<file path="src/rtl/p2s_sched_pkg.sv">
// p2s_sched_pkg: state type and parameter defaults shared by the p2s round-robin scheduler.
package p2s_sched_pkg;
   typedef enum logic [1:0] {IDLE, OFFER, BUSY} sched_state_t;
   localparam int N_DEF       = 4;
   localparam int M_DEF       = 4;
   localparam int TIMEOUT_DEF = 255;
endpackage

</file>
<file path="src/rtl/p2s_rr_scheduler_rr_pick.sv">
// rr_pick: combinational round-robin pick; searches ptr+1, ptr+2, ... modulo M for the first request.
module rr_pick #(
   parameter int M    = 4,
   parameter int ID_W = $clog2(M)
) (
   input  logic [M-1:0]    req_i,
   input  logic [ID_W-1:0] ptr_i,
   output logic [M-1:0]    gnt_o,
   output logic [ID_W-1:0] idx_o,
   output logic            any_o
);
   always_comb begin
      idx_o = '0;
      any_o = 1'b0;
      // descending scan so the closest index after ptr is written last and wins
      for (int k = M; k >= 1; k--) begin
         if (req_i[(int'(ptr_i) + k) % M]) begin
            idx_o = ID_W'((int'(ptr_i) + k) % M);
            any_o = 1'b1;
         end
      end
      gnt_o = any_o ? (M'(1) << idx_o) : '0;
   end
endmodule

</file>
<file path="src/rtl/p2s_rr_scheduler.sv">
// p2s_rr_scheduler: round-robin arbiter sharing one parallel-to-serial serializer among M requesters.
// Optional watchdog enabled by defining P2S_SCHED_TIMEOUT_EN.
module p2s_rr_scheduler
   import p2s_sched_pkg::*;
#(
   parameter int N       = N_DEF,
   parameter int M       = M_DEF,
   parameter int TIMEOUT = TIMEOUT_DEF,
   localparam int ID_W   = $clog2(M)
) (
   input  logic            clk,
   input  logic            rstn,
   input  logic [M-1:0]    req_valid,
   input  logic [M*N-1:0]  req_data,
   output logic [M-1:0]    req_ready,
   output logic            p2s_par_valid,
   output logic [N-1:0]    p2s_par_data,
   input  logic            p2s_par_ready,
   input  logic            mon_ser_valid,
   input  logic            mon_ser_ready,
   output logic [ID_W-1:0] grant_id,
   output logic            busy,
   output logic            timeout_err
);
   localparam int CW = (N > 1) ? $clog2(N) : 1;

   if (M < 2 || N < 1 || TIMEOUT < 1) begin : g_bad_cfg
      $error("p2s_rr_scheduler: invalid parameter set");
   end

   sched_state_t    state_q, state_d;
   logic [ID_W-1:0] rr_ptr_q, rr_ptr_d, grant_q, grant_d;
   logic [N-1:0]    hold_q, hold_d;
   logic [CW-1:0]   bit_cnt_q, bit_cnt_d;
   logic [M-1:0]    pick_gnt;
   logic [ID_W-1:0] pick_idx;
   logic            pick_any, beat, wd_exp;

   assign beat = mon_ser_valid & mon_ser_ready;

   rr_pick #(.M(M), .ID_W(ID_W)) u_pick (
      .req_i(req_valid),
      .ptr_i(rr_ptr_q),
      .gnt_o(pick_gnt),
      .idx_o(pick_idx),
      .any_o(pick_any)
   );

`ifdef P2S_SCHED_TIMEOUT_EN
   localparam int WD_W = $clog2(TIMEOUT + 1);
   logic [WD_W-1:0] wd_cnt_q, wd_cnt_d;
   assign wd_exp      = (state_q != IDLE) && (wd_cnt_q == WD_W'(TIMEOUT));
   assign timeout_err = wd_exp;
   assign wd_cnt_d    = (state_q == IDLE || state_d != state_q || beat) ? '0 : wd_cnt_q + 1'b1;
   always_ff @(posedge clk or negedge rstn)
      if (!rstn) wd_cnt_q <= '0;
      else       wd_cnt_q <= wd_cnt_d;
`else
   assign wd_exp      = 1'b0;
   assign timeout_err = 1'b0;
`endif

   always_comb begin
      state_d   = state_q;
      rr_ptr_d  = rr_ptr_q;
      grant_d   = grant_q;
      hold_d    = hold_q;
      bit_cnt_d = bit_cnt_q;
      unique case (state_q)
         IDLE:
            if (pick_any) begin
               hold_d   = req_data[pick_idx*N +: N];
               grant_d  = pick_idx;
               rr_ptr_d = pick_idx;
               state_d  = OFFER;
            end
         OFFER:
            if (p2s_par_ready) begin
               bit_cnt_d = '0;
               state_d   = BUSY;
            end
         BUSY:
            if (beat) begin
               // last beat leaves BUSY instead of wrapping the counter
               if (bit_cnt_q == CW'(N - 1)) state_d = IDLE;
               else                         bit_cnt_d = bit_cnt_q + 1'b1;
            end
         default: state_d = IDLE;
      endcase
      if (wd_exp) state_d = IDLE;
   end

   always_ff @(posedge clk or negedge rstn) begin
      if (!rstn) begin
         state_q   <= IDLE;
         rr_ptr_q  <= ID_W'(M - 1);
         grant_q   <= '0;
         hold_q    <= '0;
         bit_cnt_q <= '0;
      end else begin
         state_q   <= state_d;
         rr_ptr_q  <= rr_ptr_d;
         grant_q   <= grant_d;
         hold_q    <= hold_d;
         bit_cnt_q <= bit_cnt_d;
      end
   end

   assign req_ready     = (state_q == IDLE) ? pick_gnt : '0;
   assign p2s_par_valid = (state_q == OFFER);
   assign p2s_par_data  = hold_q;
   assign grant_id      = grant_q;
   assign busy          = (state_q != IDLE);
endmodule

</file>
<file path="config.mk">
export PLATFORM = sky130hd
export DESIGN_NAME = p2s_rr_scheduler
export DESIGN_NICKNAME = d
export VERILOG_FILES = /design/src/rtl/p2s_sched_pkg.sv /design/src/rtl/p2s_rr_scheduler_rr_pick.sv /design/src/rtl/p2s_rr_scheduler.sv
export SDC_FILE = /design/constraint.sdc
export NUM_CORES = 1
export LEC_CHECK = 0
export BUFFER_PORTS_ARGS = -buffer_cell sky130_fd_sc_hd__clkbuf_2
export CELL_PAD_IN_SITES_DETAIL_PLACEMENT = 1
export CELL_PAD_IN_SITES_GLOBAL_PLACEMENT = 2
export CORE_UTILIZATION = 26
export CTS_CLUSTER_SIZE = 20
export DETAILED_ROUTE_END_ITERATION = 7
export PLACE_DENSITY = 0.77
export REMOVE_ABC_BUFFERS = 1
export SLEW_MARGIN = 5
export SYNTH_ARGS = -nofsm -noshare
export SYNTH_HDL_FRONTEND = slang
export SYNTH_SLANG_ARGS = --single-unit
</file>
<file path="constraint.sdc">
create_clock -name clk -period 2.07 [get_ports clk]
set_input_delay 0.207 -clock clk [delete_from_list [all_inputs] [get_ports clk]]
set_output_delay 0.207 -clock clk [all_outputs]
set_load 0.01 [all_outputs]
</file>
==> results.sh <==
export IMPL_critPathLaunchType="register"
export IMPL_fmax_mhz=501
export IMPL_clock_sinks=12
export IMPL_antenna_found_initial=0
export IMPL_ys_seq_area_share_pct=35.1
export IMPL_coreArea_um2=3100
export IMPL_insertion_delay_ps=270
export IMPL_ios=38
export IMPL_combPwrFrac_pct=58.6
export IMPL_syn_to_final_growth_pct=38.6
export IMPL_power_switching_mw=0.692
export IMPL_hold_path_class="input pin to register"
export IMPL_drtAntennaViolNets=0
export IMPL_tritoncts="built"
export IMPL_finClkSkew_ps=1.22
export IMPL_n_antenna_cell=0
export IMPL_grt_pass1_vias=841
export IMPL_clkPwrFrac_pct=11.3
export IMPL_grt_pass1_wl_mm=3.57
export IMPL_final_common_cell="clkbuf_2"
export IMPL_hold_violations=0
export IMPL_setup_violations=0
export IMPL_drt_pre_antenna_iters=4
export IMPL_path_max_fanout=7
export IMPL_die_w_um=59.6
export IMPL_p_seq_share_pct=30.1
export IMPL_internal_power_mw=0.960
export IMPL_switching_share_pct=41.9
export IMPL_fin_crit_ps=2000
export IMPL_htree_levels=1
export IMPL_root_buffer="clkbuf_4"
export IMPL_ys_warn_count=0
export IMPL_initial_core_util_pct=27.8
export IMPL_synth_avg_cell_area_um2=9.80
export IMPL_rows=20
export IMPL_wl_mm=2.38
export IMPL_drc=0
export IMPL_ys_top_cells_by_area="dfrtp_1, a211oi_2, dfstp_2, mux2i_1, inv_1"
export IMPL_p_per_area_nw_per_um2=1380
export IMPL_ir_worst_vdd_mv=0.547
export IMPL_ys_types=32
export IMPL_drtIter0Drc=18
export IMPL_synth_edf_count=0
export IMPL_maxSlewViolCount=0
export IMPL_p_leak_nw=0.587
export IMPL_cp_cell_sequence="mux2i_4, o32ai_4, a21o_4, and3_1, clkbuf_2"
export IMPL_placed_area_um2=1060
export IMPL_final_cell_mix="clkbuf_2, inv_1, dfrtp_1"
export IMPL_syn_cell_area_um2=862
export IMPL_ys_ff_latch=12
export IMPL_synth_top_cell_area_share_pct=29.0
export IMPL_vias=819
export IMPL_synth_flop_cell="dfrtp_1"
export IMPL_cp_arrival_ps=1790
export IMPL_drive_gt1_share_pct=50.0
export IMPL_synth_top_cell_by_area="dfrtp_1"
export IMPL_cts_buffer_depth=2
export IMPL_grtUsageTotal_pct=13.3
export IMPL_synthCells=88
export IMPL_status="completed"
export IMPL_grt_overflow_total=0
export IMPL_vias_per_cell=4.65
export IMPL_cp_required_ps=1860
export IMPL_cp_slowest_cell="dfstp_2"
export IMPL_cap_viol_max_count=0
export IMPL_place_gp_congestion=0.786
export IMPL_path_class="register to output port"
export IMPL_fin_nets=159
export IMPL_wl_per_cell_um=13.5
export IMPL_path_clk_slew_ps=80
export IMPL_cpPeakStageDelay_ps=620
export IMPL_whs_ps=144
export IMPL_dp_hpwl_mm=1.76
export IMPL_dieHeight_um=59.6
export IMPL_ys_async_sr_fraction_pct=100
export IMPL_finalPower_mw=1.65
export IMPL_io_buffers=36
export IMPL_final_period_utilization_pct=96.5
export IMPL_grt_max_degree=15
export IMPL_die_area_um2=3550
export IMPL_final_cell_area_um2=1190
export IMPL_critPathCaptureType="output port"
export IMPL_cts_buffers=3
==> through the flow <==
stage | utilization, % | TNS [ps] | std cells | worst slack (ps)
floorplan | - | 0 | 84 | 282
global placement | 34.2 | 0 | 165 | 89.8
detailed placement | 34.2 | 0 | 165 | 30.3
CTS | 36.2 | 0 | 170 | 18.0
global route | 38.5 | -28.5 | 176 | -23.3
finish | 38.5 | 0 | 176 | 73.0
==> power by group through the flow <==
stage | logic [mW] | clock network (mW) | registers [mW]
2_1_floorplan | 0.563 | 0 | 0.493
3_3_place_gp | 0.824 | 0 | 0.488
3_5_place_dp | 0.847 | 0 | 0.494
4_1_cts | 0.864 | 0.196 | 0.491
5_1_grt | 1.06 | 0.204 | 0.520
6_report | 0.969 | 0.186 | 0.497
==> path summary, 6_finish.rpt <==
check | start | endpoint | slack [ps] | cells after the start
worst max-delay path | rr_ptr_q[1] | req_ready[1] | 70 | 5
worst min-delay path | p2s_par_ready | state_q[0] | 140 | 2
worst max register to register | rr_ptr_q[1] | p2s_par_data[1] | 180 | 6
worst min register to register | grant_id[0] | grant_id[0] | 510 | 1
max in group asynchronous | rstn | rr_ptr_q[1] | 1440 | 2
min in group asynchronous | rstn | state_q[1] | 350 | 2
==> critical path, delay by kind of cell (launching register included) <==
family	cells	cell delay (ps)
flip-flops	1	620
AO/OA/AOI/OAI	2	360
multiplexers	1	270
AND/OR/NAND/NOR	1	140
buffers and inverters	1	120
==> what timing repair did <==
| action | in CTS | in global routing |
|---|---|---|
| pin swaps | 1 | 1 |
| hold buffers | 1 | 0 |
| gates cloned | 0 | 1 |
| setup buffers | 0 | 5 |
| hold endpoints to repair | 10 | 0 |
| setup endpoints to repair | 4 | 4 |
| gates resized for setup | 3 | 5 |
==> metal layers <==
| metal | routed length, um | vias up | GRT usage, % |
|---|---|---|---|
| li1 | - | 409 | - |
| met1 | 1040 | 374 | 15.4 |
| met2 | 1160 | 34 | 25.4 |
| met3 | 147 | 2 | 2.18 |
| met4 | 25 | 0 | 2.99 |
| met5 | 0 | - | 0 |
==> kinds of logic (layout without fill, tap and decap cells) <==
kind of cell | Yosys count | count (layout) | synth area share (%)
AO/OA/AOI/OAI | 29 | 30 | 30.6
AND/OR/NAND/NOR | 23 | 23 | 14.2
buffers and inverters | 15 | 58 | 9.72
flip-flops | 12 | 12 | 35.1
multiplexers | 7 | 7 | 8.42
adder cells (fa/ha/maj) | 1 | 1 | 1.45
other | 1 | 1 | 0.435
==> sequential cells by signal, summed over array words and instances (netlist names) <==
signal	cells
rr_ptr_q	2
state_q	2
bit_cnt_q	2
p2s_par_data	4
grant_id	2
==> cells in the mapped netlist, types with 2 or more instances <==
library cell,n
nor2b_1,4
o21ai_0,4
dfstp_2,2
nand2_1,3
and2_1,2
mux2_2,2
inv_1,11
and3_1,2
o22ai_1,2
a211oi_1,4
dfrtp_1,10
mux2i_1,5
a21o_1,2
a22o_1,3
nor2_1,7
a211oi_2,8
nand2b_1,2
==> final cells by class <==
type | count | area (um^2)
inverters | 11 | 41.3
repair buffers | 43 | 235
well taps | 44 | 55.1
fillers | 395 | 1910
flip-flops and latches | 12 | 303
multi-input cells | 62 | 524
clock buffers | 4 | 36.3
No activity file was read; power rests on OpenSTA's default activity.
